--- config.mk ---
export PLATFORM = sky130hd
export DESIGN_NAME = frame_uart_tx
export DESIGN_NICKNAME = d
export VERILOG_FILES = /design/src/rtl/frame_uart_tx.sv
export SDC_FILE = /design/constraint.sdc
export NUM_CORES = 1
export LEC_CHECK = 0
export BUFFER_PORTS_ARGS = -buffer_cell sky130_fd_sc_hd__buf_2
export CAP_MARGIN = 20
export CORE_MARGIN = 2
export CORE_UTILIZATION = 40
export DETAILED_ROUTE_END_ITERATION = 7
export PLACE_DENSITY_LB_ADDON = 0.3
export SYNTH_ARGS = -nofsm -noshare
export SYNTH_HDL_FRONTEND = slang
export SYNTH_SLANG_ARGS = --single-unit
--- constraint.sdc ---
create_clock -name clk -period 2.4 [get_ports clk]
set_input_delay 0.48 -clock clk [delete_from_list [all_inputs] [get_ports clk]]
set_output_delay 0.48 -clock clk [all_outputs]
set_load 0.005 [all_outputs]
--- src/rtl/frame_uart_tx.sv ---
// -----------------------------------------------------------------------------
// frame_uart_tx
//
// Serialises the three response bytes from the response packer onto the UART
// line to the PC. A one-cycle start request latches byte1..byte3 and the block
// sends them back-to-back as 8N1 frames, LSB first, in the order byte1, byte2,
// byte3. busy is high while a transfer is in progress. done pulses for one
// cycle once the third stop bit has ended.
//
// Parameters:
//   CLKS_PER_BIT  system clock cycles per UART bit (legal range 2..65535)
//
// Ports:
//   clk    in   system clock; all logic on the rising edge
//   reset  in   synchronous, active-high reset; overrides everything
//   start  in   one-cycle request, sampled only while idle
//   byte1  in   first byte  (response code)
//   byte2  in   second byte (integer part or code)
//   byte3  in   third byte  (fractional part or code)
//   tx     out  UART serial line, idle high, driven from a register
//   busy   out  high while a 3-byte transfer is in progress
//   done   out  one-cycle pulse at the end of the transfer
// -----------------------------------------------------------------------------
module frame_uart_tx #(
  parameter int CLKS_PER_BIT = 5208
) (
  input  logic       clk,
  input  logic       reset,
  input  logic       start,
  input  logic [7:0] byte1,
  input  logic [7:0] byte2,
  input  logic [7:0] byte3,
  output logic       tx,
  output logic       busy,
  output logic       done
);

  // The counter only has to reach CLKS_PER_BIT-1, so ceil(log2) bits suffice.
  // The legal range starts at 2, which keeps the width at least 1.
  localparam int                BAUD_W    = $clog2(CLKS_PER_BIT);
  localparam logic [BAUD_W-1:0] BAUD_LAST = BAUD_W'(CLKS_PER_BIT - 1);
  localparam logic [BAUD_W-1:0] BAUD_ONE  = BAUD_W'(1);

  typedef enum logic [2:0] {
    IDLE      = 3'd0,
    START_BIT = 3'd1,
    DATA_BITS = 3'd2,
    STOP_BIT  = 3'd3,
    DONE_ST   = 3'd4
  } state_t;

  // Current and next-state registers.
  state_t            state,    state_next;
  logic [BAUD_W-1:0] baud_cnt, baud_next;
  logic [2:0]        bit_cnt,  bit_next;
  logic [1:0]        byte_idx, idx_next;
  logic [23:0]       shadow,   shadow_next;
  logic              tx_next, busy_next, done_next;

  // Helper signals.
  logic [7:0]        cur_byte;
  logic [2:0]        bit_inc;
  logic              bit_end;

  // Byte being sent. Index 3 cannot be reached; the state logic below sends
  // the block back to IDLE if it ever is.
  always_comb begin
    cur_byte = 8'h00;
    case (byte_idx)
      2'd0:    cur_byte = shadow[7:0];
      2'd1:    cur_byte = shadow[15:8];
      2'd2:    cur_byte = shadow[23:16];
      default: cur_byte = 8'h00;
    endcase
  end

  assign bit_inc = bit_cnt + 3'd1;
  assign bit_end = (baud_cnt == BAUD_LAST);

  // ---------------------------------------------------------------------------
  // State register. All outputs are registered, so tx, busy and done change on
  // the same edge as the state they belong to.
  // ---------------------------------------------------------------------------
  // NOTE: sequential state uses non-blocking assignments only, so every
  // register samples the pre-edge values and the order of statements does not
  // matter.
  always_ff @(posedge clk) begin
    if (reset) begin
      state    <= IDLE;
      baud_cnt <= '0;
      bit_cnt  <= 3'd0;
      byte_idx <= 2'd0;
      shadow   <= 24'h0;   // latched data is discarded on reset
      tx       <= 1'b1;
      busy     <= 1'b0;
      done     <= 1'b0;
    end else begin
      state    <= state_next;
      baud_cnt <= baud_next;
      bit_cnt  <= bit_next;
      byte_idx <= idx_next;
      shadow   <= shadow_next;
      tx       <= tx_next;
      busy     <= busy_next;
      done     <= done_next;
    end
  end

  // ---------------------------------------------------------------------------
  // Next-state and next-output logic. tx_next is the line level of the bit
  // that starts at the coming edge. That is why the first start bit appears
  // one cycle after the start request.
  // ---------------------------------------------------------------------------
  // NOTE: every signal driven here gets a default first, so no path leaves one
  // unassigned and no latch is inferred.
  always_comb begin
    state_next  = state;
    baud_next   = baud_cnt + BAUD_ONE;
    bit_next    = bit_cnt;
    idx_next    = byte_idx;
    shadow_next = shadow;
    tx_next     = tx;
    busy_next   = busy;
    done_next   = 1'b0;

    case (state)
      IDLE: begin
        tx_next   = 1'b1;
        busy_next = 1'b0;
        baud_next = '0;
        if (start) begin
          state_next  = START_BIT;
          shadow_next = {byte3, byte2, byte1};
          idx_next    = 2'd0;
          bit_next    = 3'd0;
          tx_next     = 1'b0;
          busy_next   = 1'b1;
        end
      end

      START_BIT: begin
        if (bit_end) begin
          state_next = DATA_BITS;
          baud_next  = '0;
          bit_next   = 3'd0;
          tx_next    = cur_byte[0];
        end
      end

      DATA_BITS: begin
        if (bit_end) begin
          baud_next = '0;
          if (bit_cnt == 3'd7) begin
            state_next = STOP_BIT;
            tx_next    = 1'b1;
          end else begin
            bit_next = bit_inc;
            tx_next  = cur_byte[bit_inc];
          end
        end
      end

      STOP_BIT: begin
        if (bit_end) begin
          baud_next = '0;
          if (byte_idx < 2'd2) begin
            // The next start bit follows the stop bit directly, with no idle
            // gap between frames.
            state_next = START_BIT;
            idx_next   = byte_idx + 2'd1;
            tx_next    = 1'b0;
          end else begin
            state_next = DONE_ST;
            tx_next    = 1'b1;
            busy_next  = 1'b0;
            done_next  = 1'b1;
          end
        end
      end

      DONE_ST: begin
        // A start request seen here is dropped. The next request can only be
        // taken in IDLE, one cycle later.
        state_next = IDLE;
        baud_next  = '0;
        tx_next    = 1'b1;
        busy_next  = 1'b0;
      end

      default: begin
        state_next = IDLE;
        baud_next  = '0;
        bit_next   = 3'd0;
        idx_next   = 2'd0;
        tx_next    = 1'b1;
        busy_next  = 1'b0;
      end
    endcase

    // An out-of-range byte index cannot happen in normal operation. If it
    // does, abandon the transfer rather than send an undefined byte.
    if (state != IDLE && byte_idx == 2'd3) begin
      state_next = IDLE;
      baud_next  = '0;
      bit_next   = 3'd0;
      idx_next   = 2'd0;
      tx_next    = 1'b1;
      busy_next  = 1'b0;
      done_next  = 1'b0;
    end
  end

endmodule

==> impl_metrics.csv <==
group,metric,value,unit
logic_synthesis,syn_avg_cell_area,8.26,um^2
setup_path,r2r-start,"baud_cnt[8]",
finish,fillers,533,
place,dp_hpwl,3.27,mm
logic_synthesis,synth_warnings,0,
floorplanning,core_area,5440,um^2
finish,multiInputGateArea,1160,um^2
routing,wire_per_inst,12.3,um
finish,seq_area,961,um^2
clock_tree,cts_buffers,5,
flow_run,cap_violations,0,
clock_tree,cts_tree,"done",
clock_tree,clock_sinks,48,
place,globalplace.congestion,0.785,
global_route,grt_max_degree,26,
logic_synthesis,synth_area_leader_cell,"dfxtp_1",
timing,rsz0062_at_grt,"false",
finish,layout.nets,331,
setup_path,startpoint,"baud_cnt[8]",
routing,drcViolationCount,0,
routing,viasPerCell,5.06,
global_route,grt_pass1_vias,1722,
clock_tree,root_buffer,"clkbuf_8",
logic_synthesis,synth_nets,306,
floorplanning,initial_core_util,41.2,%
global_route,grt_pass1_wl,7.94,mm
logic_synthesis,synth_mux_area_share,1.90,%
timing,post-route-period-util,93.2,%
logic_synthesis,synth_compound_area_share,16.2,%
timing,holdWs,0.419,ns
setup_path,worstPathMaxFanout,6,
routing,first_pass_iters,6,
floorplanning,dieArea,6210,um^2
timing,hold_viol,0,
logic_synthesis,synth_top_area_share,42.9,%
power,power.density_cell_area,641,nW/um^2
global_route,grt_overflow,0,
routing,totalWireLength,4.53,mm
logic_synthesis,ys_types,40,
setup_path,crit_required,2.63,ns
floorplanning,ios,30,
clock_tree,hold_buffers,0,
timing,slew_headroom,69.2,%
logic_synthesis,syn_inst,271,
logic_synthesis,synth_area,2240,um^2
global_route,grt_use_total,15.9,%
routing,vias,1867,
logic_synthesis,synth-adder-area-share,4.47,%
timing,fin_skew,0.00455,ns
clock_tree,clk_latency,0.29,ns
logic_synthesis,synth_xor_xnor_area_share,4.30,%
setup_path,end_kind,"register",
finish,n_antenna_cell,0,
timing,maxSlewViolCount,0,
timing,finalSetupTns,0,ns
global_route,antenna_found_initial,0,
place,postPlaceCellArea,2420,um^2
floorplanning,die_w,78.8,um
power,peakVddDrop,0.295,mV
finish,drive_gt1_share,16.8,%
timing,max_freq,447,MHz
timing,post-route-min-period,2.24,ns
worst_hold_path,hp-start,"byte1[1]",
routing,drt_iter0_drc,102,
setup_path,startpoint_type,"register",
logic_synthesis,synth_seq_cells,48,
clock_tree,postCtsSetupRepairBufs,0,
place,port_buffers,29,
logic_synthesis,synth_area_leaders,"dfxtp_1 (43%), nand2_1 (11%), a21oi_1 (8.5%)",
floorplanning,dieHeight,78.8,um
logic_synthesis,synth-seq-area-share,42.9,%
setup_path,crit_type,"register to register",
finish,final_area,2550,um^2
timing,worst_pin_slew,0.463,ns
clock_tree,cts_resized,0,
floorplanning,rows,27,
setup_path,crit_chain,"or4b_1 -> or3_1 -> o21a_4 -> or3b_1 -> a21oi_2",
timing,setup-violations-final,0,
setup_path,critical-path-slowest-cell,"or4b_1",
finish,fin_util,46.8,%
clock_tree,clk_pin_slew,0.09,ns
clock_tree,cts_buffer_depth,2,
finish,areaGrowthSynthToFinish,13.8,%
status,outcome,"finished clean",
logic_synthesis,yosys.area_share.simple,24.8,%
routing,drtAntennaViolNets,0,
clock_tree,cts_max_level,2,
setup_path,cp.arrival,2.47,ns
power,p_leak,0.000932,uW
setup_path,crit_path_max_incr_delay,0.55,ns
logic_synthesis,synth_top_family_by_area,"simple AND/OR/NAND/NOR gates",
worst_hold_path,hp-class,"input pin to register",
## worst paths after layout
| check | end | slack (ns) | depth (start not counted) |
|---|---|---|---|
| max | bit_cnt[0] | 0.16 | 5 |
| min | shadow[1] | 0.42 | 3 |
| max reg2reg | bit_cnt[0] | 0.16 | 5 |
| min reg2reg | baud_cnt[0] | 0.46 | 1 |
## worst max-delay path: cells and delay by family (launching register included)
family / cells / cell delay (ns)
DFF: 1 / 0.37
and+or+nand+nor: 3 / 1.40
AOI/OAI and AO/OA: 2 / 0.41
## Yosys cell counts, drive strengths merged
library cell,number
nand2,63
dfxtp,48
a21oi,39
nor2,27
clkbuf,14
ha,8
inv,6
xor2,6
a222oi,5
xnor2,5
nand3,4
nand4,4
nor3,4
or3,4
a22oi,3
nor3b,3
o21ai,3
buf,2
mux2i,2
nand3b,2
nor4b,2
or2,2
or4b,2
a2111o,1
a211o,1
a21boi,1
a221o,1
a31oi,1
and2,1
mux4,1
nand2b,1
nand4b,1
o21a,1
o22ai,1
o32a,1
or3b,1
## kinds of logic (layout without fill, tap and decap cells)
| group | count (synthesis) | after routing |
|---|---|---|
| buf+inv | 22 | 48 |
| compound gates | 58 | 58 |
| simple gates | 121 | 121 |
| mux | 3 | 3 |
| fa+ha+maj | 8 | 8 |
| xor+xnor | 11 | 11 |
| flops | 48 | 48 |
## layout by cell type (no fill, tap or decap), types with 6 or more instances in the layout
cell type   n
xor2_1      6
ha_1        8
dfxtp_1    48
buf_2      29
nand2_1    63
clkbuf_8    7
nor2_1     27
inv_1       6
a21oi_1    38
## per-stage QoR
stage | cells | power [uW] | setup WS (ns)
floorplan | 271 | 972 | 0.264
global route | 369 | 1700 | 0.107
CTS | 369 | 1650 | 0.172
global placement | 361 | 1030 | 0.223
finish | 369 | 1630 | 0.162
detailed placement | 361 | 1030 | 0.200
## area by class of cell
| class | instances | share of cell area (%) |
|---|---|---|
| Tap cell | 72 | 3.54 |
| Clock inverter | 1 | 1.18 |
| Clock buffer | 7 | 3.78 |
| Timing Repair Buffer | 34 | 7.17 |
| Inverter | 6 | 0.884 |
| Multi-Input combinational cell | 201 | 45.7 |
| Sequential cell | 48 | 37.7 |
## registers in the layout (all words and copies together), names as in the netlist
signal / count
baud_cnt: 13
bit_cnt: 3
busy: 1
byte_idx: 2
done: 1
shadow: 24
state: 3
tx: 1
## where the power goes
part | leakage [uW] | internal [uW] | switching [uW]
sequential | 0.000391 | 829 | 18.5
combinational | 0.000476 | 69.6 | 89.1
clock | 0.0000645 | 368 | 258
total | 0.000932 | 1270 | 366
## layer usage
| layer | up-vias | track usage, % | routed length (um) |
|---|---|---|---|
| met5 | - | 0 | 0 |
| met4 | 0 | 5.26 | 67 |
| met3 | 6 | 3.30 | 156 |
| met2 | 32 | 24.4 | 2030 |
| met1 | 851 | 22.2 | 2280 |
| li1 | 978 | - | - |
(Power assumes the default switching activity.)
